File: src/rtl/load_store_unit_if.sv
// Request/response bus between the execute stage (master) and the load/store unit (slave).
interface load_store_unit_if #(
    parameter int ADDR_W = 32,
    parameter int DATA_W = 32
);
    logic              req_valid;
    logic              req_ready;
    logic              req_store;
    logic [1:0]        req_size;
    logic              req_unsigned;
    logic [ADDR_W-1:0] req_addr;
    logic [DATA_W-1:0] req_wdata;
    logic              resp_valid;
    logic [DATA_W-1:0] resp_rdata;
    logic              resp_error;

    modport master (
        output req_valid, req_store, req_size, req_unsigned, req_addr, req_wdata,
        input  req_ready, resp_valid, resp_rdata, resp_error
    );

    modport slave (
        input  req_valid, req_store, req_size, req_unsigned, req_addr, req_wdata,
        output req_ready, resp_valid, resp_rdata, resp_error
    );
endinterface

File: src/rtl/load_store_unit.sv
// Single-outstanding load/store stage in front of data_memory; sub-word stores use
// read-modify-write, loads are lane-extracted and sign/zero-extended.
module load_store_unit #(
    parameter int ADDR_W = 32,
    parameter int DATA_W = 32
) (
    input  logic              clk,
    input  logic              reset,
    load_store_unit_if.slave  bus,
    output logic [ADDR_W-1:0] mem_address,
    output logic [DATA_W-1:0] mem_write_data,
    output logic              mem_write_enable,
    input  logic [DATA_W-1:0] mem_read_data
);
    localparam logic [2:0] ST_IDLE   = 3'd0;
    localparam logic [2:0] ST_LOAD   = 3'd1;
    localparam logic [2:0] ST_RMW_RD = 3'd2;
    localparam logic [2:0] ST_WRITE  = 3'd3;
    localparam logic [2:0] ST_RESP   = 3'd4;

    localparam logic [1:0] SZ_BYTE = 2'b00;
    localparam logic [1:0] SZ_HALF = 2'b01;
    localparam logic [1:0] SZ_WORD = 2'b10;

    function automatic logic req_fault(input logic [1:0] size, input logic [1:0] lane);
        logic f;
        case (size)
            SZ_BYTE: f = 1'b0;
            SZ_HALF: f = lane[0];
            SZ_WORD: f = (lane != 2'b00);
            default: f = 1'b1;
        endcase
        return f;
    endfunction

    function automatic logic [31:0] load_extract(input logic [31:0] word, input logic [1:0] size,
                                                 input logic uns, input logic [1:0] lane);
        logic [31:0] sh;
        logic [31:0] res;
        sh = word >> {lane, 3'b000};
        case (size)
            SZ_BYTE: res = {{24{sh[7] & ~uns}}, sh[7:0]};
            SZ_HALF: res = {{16{sh[15] & ~uns}}, sh[15:0]};
            SZ_WORD: res = word;
            default: res = 32'h0000_0000;
        endcase
        return res;
    endfunction

    // A word store is the degenerate merge: full mask at lane 0.
    function automatic logic [31:0] store_merge(input logic [31:0] word, input logic [31:0] wdata,
                                                input logic [1:0] size, input logic [1:0] lane);
        logic [31:0] mask;
        case (size)
            SZ_BYTE: mask = 32'h0000_00FF;
            SZ_HALF: mask = 32'h0000_FFFF;
            default: mask = 32'hFFFF_FFFF;
        endcase
        mask = mask << {lane, 3'b000};
        return (word & ~mask) | ((wdata << {lane, 3'b000}) & mask);
    endfunction

    logic [2:0]        state_q, state_d;
    logic [1:0]        size_q, size_d;
    logic              uns_q, uns_d;
    logic [1:0]        lane_q, lane_d;
    logic [DATA_W-1:0] wdata_q, wdata_d;
    logic [ADDR_W-1:0] addr_q, addr_d;
    logic [DATA_W-1:0] mem_wdata_q, mem_wdata_d;
    logic              mem_we_q, mem_we_d;
    logic              ready_q, ready_d;
    logic              valid_q, valid_d;
    logic [DATA_W-1:0] rdata_q, rdata_d;
    logic              error_q, error_d;

    // Next-state and datapath decode; handshake outputs are derived from the next state.
    always_comb begin
        state_d     = state_q;
        size_d      = size_q;
        uns_d       = uns_q;
        lane_d      = lane_q;
        wdata_d     = wdata_q;
        addr_d      = addr_q;
        mem_wdata_d = mem_wdata_q;
        rdata_d     = rdata_q;
        error_d     = error_q;
        case (state_q)
            ST_IDLE: begin
                if (bus.req_valid) begin
                    size_d  = bus.req_size;
                    uns_d   = bus.req_unsigned;
                    lane_d  = bus.req_addr[1:0];
                    wdata_d = bus.req_wdata;
                    if (req_fault(bus.req_size, bus.req_addr[1:0])) begin
                        state_d = ST_RESP;
                        rdata_d = '0;
                        error_d = 1'b1;
                    end else begin
                        addr_d = {bus.req_addr[ADDR_W-1:2], 2'b00};
                        if (!bus.req_store) begin
                            state_d = ST_LOAD;
                        end else if (bus.req_size == SZ_WORD) begin
                            state_d     = ST_WRITE;
                            mem_wdata_d = bus.req_wdata;
                        end else begin
                            state_d = ST_RMW_RD;
                        end
                    end
                end else begin
                    state_d = ST_IDLE;
                end
            end
            ST_LOAD: begin
                rdata_d = load_extract(mem_read_data, size_q, uns_q, lane_q);
                error_d = 1'b0;
                state_d = ST_RESP;
            end
            ST_RMW_RD: begin
                mem_wdata_d = store_merge(mem_read_data, wdata_q, size_q, lane_q);
                state_d     = ST_WRITE;
            end
            ST_WRITE: begin
                rdata_d = '0;
                error_d = 1'b0;
                state_d = ST_RESP;
            end
            ST_RESP: begin
                state_d = ST_IDLE;
            end
            default: begin
                state_d = ST_IDLE;
            end
        endcase
        ready_d  = (state_d == ST_IDLE);
        valid_d  = (state_d == ST_RESP);
        mem_we_d = (state_d == ST_WRITE);
    end

    // State and output registers; reset drops any in-flight transaction.
    always_ff @(posedge clk) begin
        if (reset) begin
            state_q     <= ST_IDLE;
            size_q      <= 2'b00;
            uns_q       <= 1'b0;
            lane_q      <= 2'b00;
            wdata_q     <= '0;
            addr_q      <= '0;
            mem_wdata_q <= '0;
            mem_we_q    <= 1'b0;
            ready_q     <= 1'b1;
            valid_q     <= 1'b0;
            rdata_q     <= '0;
            error_q     <= 1'b0;
        end else begin
            state_q     <= state_d;
            size_q      <= size_d;
            uns_q       <= uns_d;
            lane_q      <= lane_d;
            wdata_q     <= wdata_d;
            addr_q      <= addr_d;
            mem_wdata_q <= mem_wdata_d;
            mem_we_q    <= mem_we_d;
            ready_q     <= ready_d;
            valid_q     <= valid_d;
            rdata_q     <= rdata_d;
            error_q     <= error_d;
        end
    end

    assign bus.req_ready     = ready_q;
    assign bus.resp_valid    = valid_q;
    assign bus.resp_rdata    = rdata_q;
    assign bus.resp_error    = error_q;
    assign mem_address       = addr_q;
    assign mem_write_data    = mem_wdata_q;
    assign mem_write_enable  = mem_we_q;
endmodule

File: src/flat_wrapper.sv
// flat-port wrapper written by rule: the top's interface ports become plain ports
module load_store_unit_flat 
#(
    parameter int ADDR_W = 32,
    parameter int DATA_W = 32
)
  (clk, reset, mem_address, mem_write_data, mem_write_enable, mem_read_data, bus_req_valid, bus_req_store, bus_req_size, bus_req_unsigned, bus_req_addr, bus_req_wdata, bus_req_ready, bus_resp_valid, bus_resp_rdata, bus_resp_error);
  load_store_unit_if #(.ADDR_W(ADDR_W), .DATA_W(DATA_W)) bus_i ();
  input  logic clk;
  input  logic reset;
  output logic [ADDR_W-1:0] mem_address;
  output logic [DATA_W-1:0] mem_write_data;
  output logic mem_write_enable;
  input  logic [DATA_W-1:0] mem_read_data;
  input wire logic [$bits(bus_i.req_valid)-1:0] bus_req_valid;
  input wire logic [$bits(bus_i.req_store)-1:0] bus_req_store;
  input wire logic [$bits(bus_i.req_size)-1:0] bus_req_size;
  input wire logic [$bits(bus_i.req_unsigned)-1:0] bus_req_unsigned;
  input wire logic [$bits(bus_i.req_addr)-1:0] bus_req_addr;
  input wire logic [$bits(bus_i.req_wdata)-1:0] bus_req_wdata;
  output wire logic [$bits(bus_i.req_ready)-1:0] bus_req_ready;
  output wire logic [$bits(bus_i.resp_valid)-1:0] bus_resp_valid;
  output wire logic [$bits(bus_i.resp_rdata)-1:0] bus_resp_rdata;
  output wire logic [$bits(bus_i.resp_error)-1:0] bus_resp_error;
  assign bus_i.req_valid = bus_req_valid;
  assign bus_i.req_store = bus_req_store;
  assign bus_i.req_size = bus_req_size;
  assign bus_i.req_unsigned = bus_req_unsigned;
  assign bus_i.req_addr = bus_req_addr;
  assign bus_i.req_wdata = bus_req_wdata;
  assign bus_req_ready = bus_i.req_ready;
  assign bus_resp_valid = bus_i.resp_valid;
  assign bus_resp_rdata = bus_i.resp_rdata;
  assign bus_resp_error = bus_i.resp_error;
  load_store_unit #(.ADDR_W(ADDR_W), .DATA_W(DATA_W)) u_core (.clk(clk), .reset(reset), .bus(bus_i), .mem_address(mem_address), .mem_write_data(mem_write_data), .mem_write_enable(mem_write_enable), .mem_read_data(mem_read_data));
endmodule
File: config.mk
export PLATFORM = sky130hd
export DESIGN_NAME = load_store_unit_flat
export DESIGN_NICKNAME = d
export VERILOG_FILES = /design/src/rtl/load_store_unit_if.sv /design/src/rtl/load_store_unit.sv /design/src/flat_wrapper.sv
export SDC_FILE = /design/constraint.sdc
export NUM_CORES = 1
export LEC_CHECK = 0
export CAP_MARGIN = 40
export CORE_ASPECT_RATIO = 1.4
export CORE_UTILIZATION = 47
export CTS_CLUSTER_DIAMETER = 50
export DETAILED_ROUTE_END_ITERATION = 16
export GPL_ROUTABILITY_DRIVEN = 0
export PLACE_DENSITY_LB_ADDON = 0.12
export SLEW_MARGIN = 20
export SYNTH_ARGS = -nofsm -noshare
export SYNTH_HDL_FRONTEND = slang
export SYNTH_SLANG_ARGS = --single-unit
export TNS_END_PERCENT = 10
File: constraint.sdc
create_clock -name clk -period 2.15 [get_ports clk]
set_input_delay 0.645 -clock clk [delete_from_list [all_inputs] [get_ports clk]]
set_output_delay 0.645 -clock clk [all_outputs]
set_load 0.05 [all_outputs]
======== Yosys cells after proc, flatten, opt, wreduce, memory -nomap -nowiden ========
Index checks and enable logic that the tools add are counted.
Widths: inputs -> output; s select.
cells by class
  muxes and demuxes ....................... 22
  eq/ne operators ......................... 14
  reduce and logical (&&, ||, !) cells .... 14
  bitwise logic cells ..................... 8
  shifts and indexed selects .............. 3
operators by type and width
  cell                number
  $mux 32             7
  $pmux 32 s3         2
  $pmux 32 s2         2
  $and 32x32->32      2
  $shl 32x5->32       2
  $not 32->32         1
  $or 32x32->32       1
  $shr 32x5->16       1
  $eq 3x2->1 const B  3
  $mux 3              3
  $pmux 3 s3          1
  $reduce_and 3->1    3
  $ne 2x2->1 const B  4
  $logic_not 3->1     2
  $reduce_bool 2->1   3
  $mux 1              5
  $reduce_and 5->1    1
  $eq 2x1->1 const B  2
  $eq 2x2->1 const B  2
  $logic_not 2->1     2
  $eq 3x1->1 const B  1
  $eq 3x3->1 const B  1
  $pmux 1 s3          1
  $reduce_bool 3->1   1
  6 further kinds     8
word-level totals
  logic and storage cells ................. 73
  flip-flop bits (word level) ............. 138

======== Depth between registers and ports, before layout ========
  depth after elaboration ................. 8
  gate-level depth with buffers ........... 8
  gate-level depth less buffers ........... 4

======== Worst setup path after synthesis ========
No wires, ideal clock.
  kind .................................... input -> register
  from .................................... input port reset
  to ...................................... register u_core.rdata_q[19], in the netlist u_core.bus.resp_rdata[19]
  buffers on the path ..................... 2
  arrival ................................. 1.939 ns
  data required time ...................... 2.091 ns
  stages on the path ...................... 4
  setup slack ............................. 0.152 ns
  path through ............................ clkbuf_1 -> nor4_1 -> buf_2 -> a221o_2
RTL lines
  what                  RTL line                RTL
  from (decl)           flat_wrapper.sv:10      input logic reset;
  to (signal assigned)  load_store_unit.sv:165  rdata_q <= rdata_d;
  to (decl)             load_store_unit.sv:73   logic [DATA_W-1:0] rdata_q, rdata_d;

======== Worst setup path in the final report ========
  from .................................... input port mem_read_data[15]
  to ...................................... register u_core.rdata_q[12], in the netlist u_core.bus.resp_rdata[12]
on the way
  word-level cells in the longest chain between the ends .. 4
ends and longest elaborated chain
  what           RTL line               RTL
  from (decl)    flat_wrapper.sv:14     input logic [DATA_W-1:0] mem_read_data;
  $shr 32x5->16  load_store_unit.sv:40  sh = word >> {lane, 3'b000};
  $and 1x1->1    load_store_unit.sv:42  SZ_BYTE: res = {{24{sh[7] & ~uns}}, sh[7:0]};
  $pmux 32 s3    load_store_unit.sv:41  case (size)
  $pmux 32 s3    load_store_unit.sv:87  case (state_q)
Every way passes these cells.
A chain may end at the register's enable or synchronous reset.

==> results.py <==
metrics = {
    "clock_tree": {
        "cts_made_buffers": 17,
        "clk_pin_slew_ns": 0.06,
        "cts_tree": "done",
        "clockRootBuffer": "clkbuf_16",
        "clock-sinks": 138,
        "clkLatencyLatePin_ns": 0.43,
        "cts_buffer_depth": 2,
        "h-tree-depth": 4,
    },
    "worst_setup_path": {
        "reg2reg_depth": 6,
        "cp.arrival_ns": 2.30,
        "required_ns": 2.44,
        "path_max_fanout": 8,
        "cp-start-kind": "primary input",
        "criticalPathCategory": "in2reg",
        "end_kind": "flip-flop",
    },
    "global_routing": {
        "globalRoute.totalOverflow": 0,
        "grt_util_all_layers": 0.299,
        "gr-usage-met1": 0.333,
        "grt_pass1_wl_mm": 32.7,
        "grt_antenna_before_repair": 1,
        "grt_busiest_layer": "met2",
        "grtUsageMet2": 0.506,
        "first_global_vias": 6479,
        "grt_use_met3": 0.0857,
        "grt_max_degree": 71,
    },
    "synthesis": {
        "yosysTopAreaCell": "dfxtp_1",
        "ys_seq_area_frac": 0.424,
        "yosys_warnings": 0,
        "yosys_register_bits": 138,
        "avgSynthCellArea_um2": 8.70,
        "yosysMostFrequentCell": "nand2_1",
        "ys_async_sr_fraction": 0,
        "syn_area_mm2": 0.00651,
        "synth_top_area_share": 0.424,
        "synth-edff-count": 0,
        "synthCells": 748,
        "synth_area_leaders": "dfxtp_1 42%, nand2_1 12%, a21oi_1 5.4%, a311oi_1 4.3%, mux2i_1 3.7%",
        "synth_ff_type": "dfxtp_1",
        "ys_top_cells_by_count": "210 x nand2_1, 138 x dfxtp_1, 70 x a21oi_1",
        "synth_cell_types": 52,
    },
    "floorplan": {
        "die_h_um": 141,
        "coreArea_mm2": 0.0135,
        "die_area_mm2": 0.0143,
        "die_x_um": 101,
        "pin_count": 203,
        "initial_core_util": 0.484,
        "rows": 50,
    },
    "sta": {
        "worst_pin_slew_ns": 0.758,
        "setup-violations-final": 0,
        "skew_ns": 0.00590,
        "max_freq_ghz": 0.497,
        "min_period_over_period": 0.937,
        "min_period_ns": 2.01,
        "rsz0062_at_grt": "false",
        "finalWorstSetupSlack_ns": 0.136,
        "report.final.slew_viol_count": 0,
        "maxSlewHeadroom": 0.492,
        "hold_viol": 0,
        "hold_slack_ns": 0.452,
    },
    "hold_path": {
        "hold_path.class": "reg2reg",
        "worstHoldPathCells": 2,
    },
    "run": {
        "maxCapViolations": 0,
    },
    "placed_design": {
        "pre_cts_ws_ns": -0.590,
        "portBuffers": 200,
        "hpwl_mm": 15.4,
        "dp.cells": 1109,
    },
    "finish": {
        "syn_to_final_growth_pct": 44.3,
        "diodes": 0,
        "final_cells": 1143,
        "fillCellCount": 1105,
        "final_nets": 1051,
        "drive_gt1_frac": 0.204,
        "post-route-util": 0.698,
    },
    "power": {
        "powerDensity_mw_per_mm2": 823,
        "peakVddDrop_v": 0.000460,
        "p_leak_nw": 3.59,
    },
    "route": {
        "drtIter0Drc": 521,
        "drc_errors": 0,
        "via_per_inst": 5.80,
        "ant_nets": 0,
        "drt-total-wl_mm": 21.3,
        "wire_per_inst_um": 18.6,
        "dr.pass1.iters": 5,
        "dr_total_vias": 6633,
    },
    "outcome": {
        "status": "complete, no violations",
    },
}
[metrics by stage]
step	power, mW	TNS (ns)	instance area, um2
after global placement	4.45	-34.96	8730
after global routing	7.97	0	9390
final	7.73	0	9390
after floorplan	3.82	0	6520
after detailed placement	4.47	-40.83	8730
after CTS	7.73	0	9380
[report_power, final]
group	internal [mW]	switching (mW)
clock	2.09	1.22
sequential	2.71	0.119
combinational	0.634	0.962
total	5.43	2.30
[layout make-up]
cell class                      count  area, um2  area share
Clock buffer                       17        425      0.0453
Clock inverter                     15        236      0.0252
Inverter                            5       18.8     0.00200
Multi-Input combinational cell    533       3410       0.363
Sequential cell                   138       2760       0.294
Tap cell                          182        228      0.0242
Timing Repair Buffer              253       2310       0.246
[metal layers]
layer  routed length [um]  part of all wire  up-vias
met5                    0                 0        -
met4                 1070             0.050        0
met3                 1660             0.078       68
met2                10400              0.49      328
met1                 8120              0.38     3100
li1                     -                 -     3137
[worst paths after layout]
kind,from,endpoint,slack [ns]
max,mem_read_data[15],u_core.bus.resp_rdata[12]$_SDFFE_PP0P_,0.14
min,u_core.mem_address[12]$_SDFFE_PP0P_,u_core.mem_address[12]$_SDFFE_PP0P_,0.45
max reg2reg,u_core.state_q[2]$_SDFF_PP0_,u_core.mem_write_data[23]$_SDFFE_PP0P_,0.17
min reg2reg,u_core.mem_address[12]$_SDFFE_PP0P_,u_core.mem_address[12]$_SDFFE_PP0P_,0.45
[layout by cell type (no fill, tap or decap), types with 3 or more instances in the layout]
master	instances
a311oi_1	32
clkdlybuf4s50_1	101
mux4_2	9
a21boi_0	8
buf_12	10
dfxtp_1	137
clkinvlp_4	3
a21oi_1	70
a221o_2	10
a31oi_1	9
nor2b_1	9
nor3_1	11
mux2_2	10
inv_1	5
a22o_1	9
a221o_1	6
a22oi_1	7
dlygate4sd2_1	31
inv_6	5
a211oi_1	32
nand2_1	209
bufinv_16	5
o2bb2ai_1	22
nor2_1	5
buf_4	110
o21a_1	9
a222oi_1	8
mux2i_1	24
clkbuf_16	17
[registers in the layout (all words and copies together), names as in the netlist]
signal and flops:
u_core.bus.resp_error 1, u_core.mem_write_data 32, u_core.bus.req_ready 1, u_core.bus.resp_valid 1, u_core.state_q 3, u_core.mem_write_enable 1
u_core.size_q 2, u_core.mem_address 30, u_core.wdata_q 32, u_core.lane_q 2, u_core.bus.resp_rdata 32, u_core.uns_q 1
[logic make-up (layout without fill, tap and decap cells)]
family / after synthesis / count (layout) / share of synthesized area
xor+xnor: 1 / 1 / 0.00135
simple gates: 253 / 253 / 0.164
other cells: 1 / 2 / 0.000576
mux: 43 / 43 / 0.0853
flops: 138 / 138 / 0.424
compound gates: 234 / 234 / 0.268
buf+inv: 78 / 290 / 0.0565
[critical path: stages]
cell and delay [ns]:
clkdlybuf4s50_1 0.50, buf_4 0.19, mux4_2 0.46, inv_1 0.09, or3_1 0.26, a31oi_1 0.16
[what timing repair did]
item,CTS,global route
pin swaps,1,0
cloned,0,0
hold buffers,0,0
resized for setup,31,2
endpoints found under the setup margin,47,8
setup buffers,1,0
(Power assumes the default switching activity.)
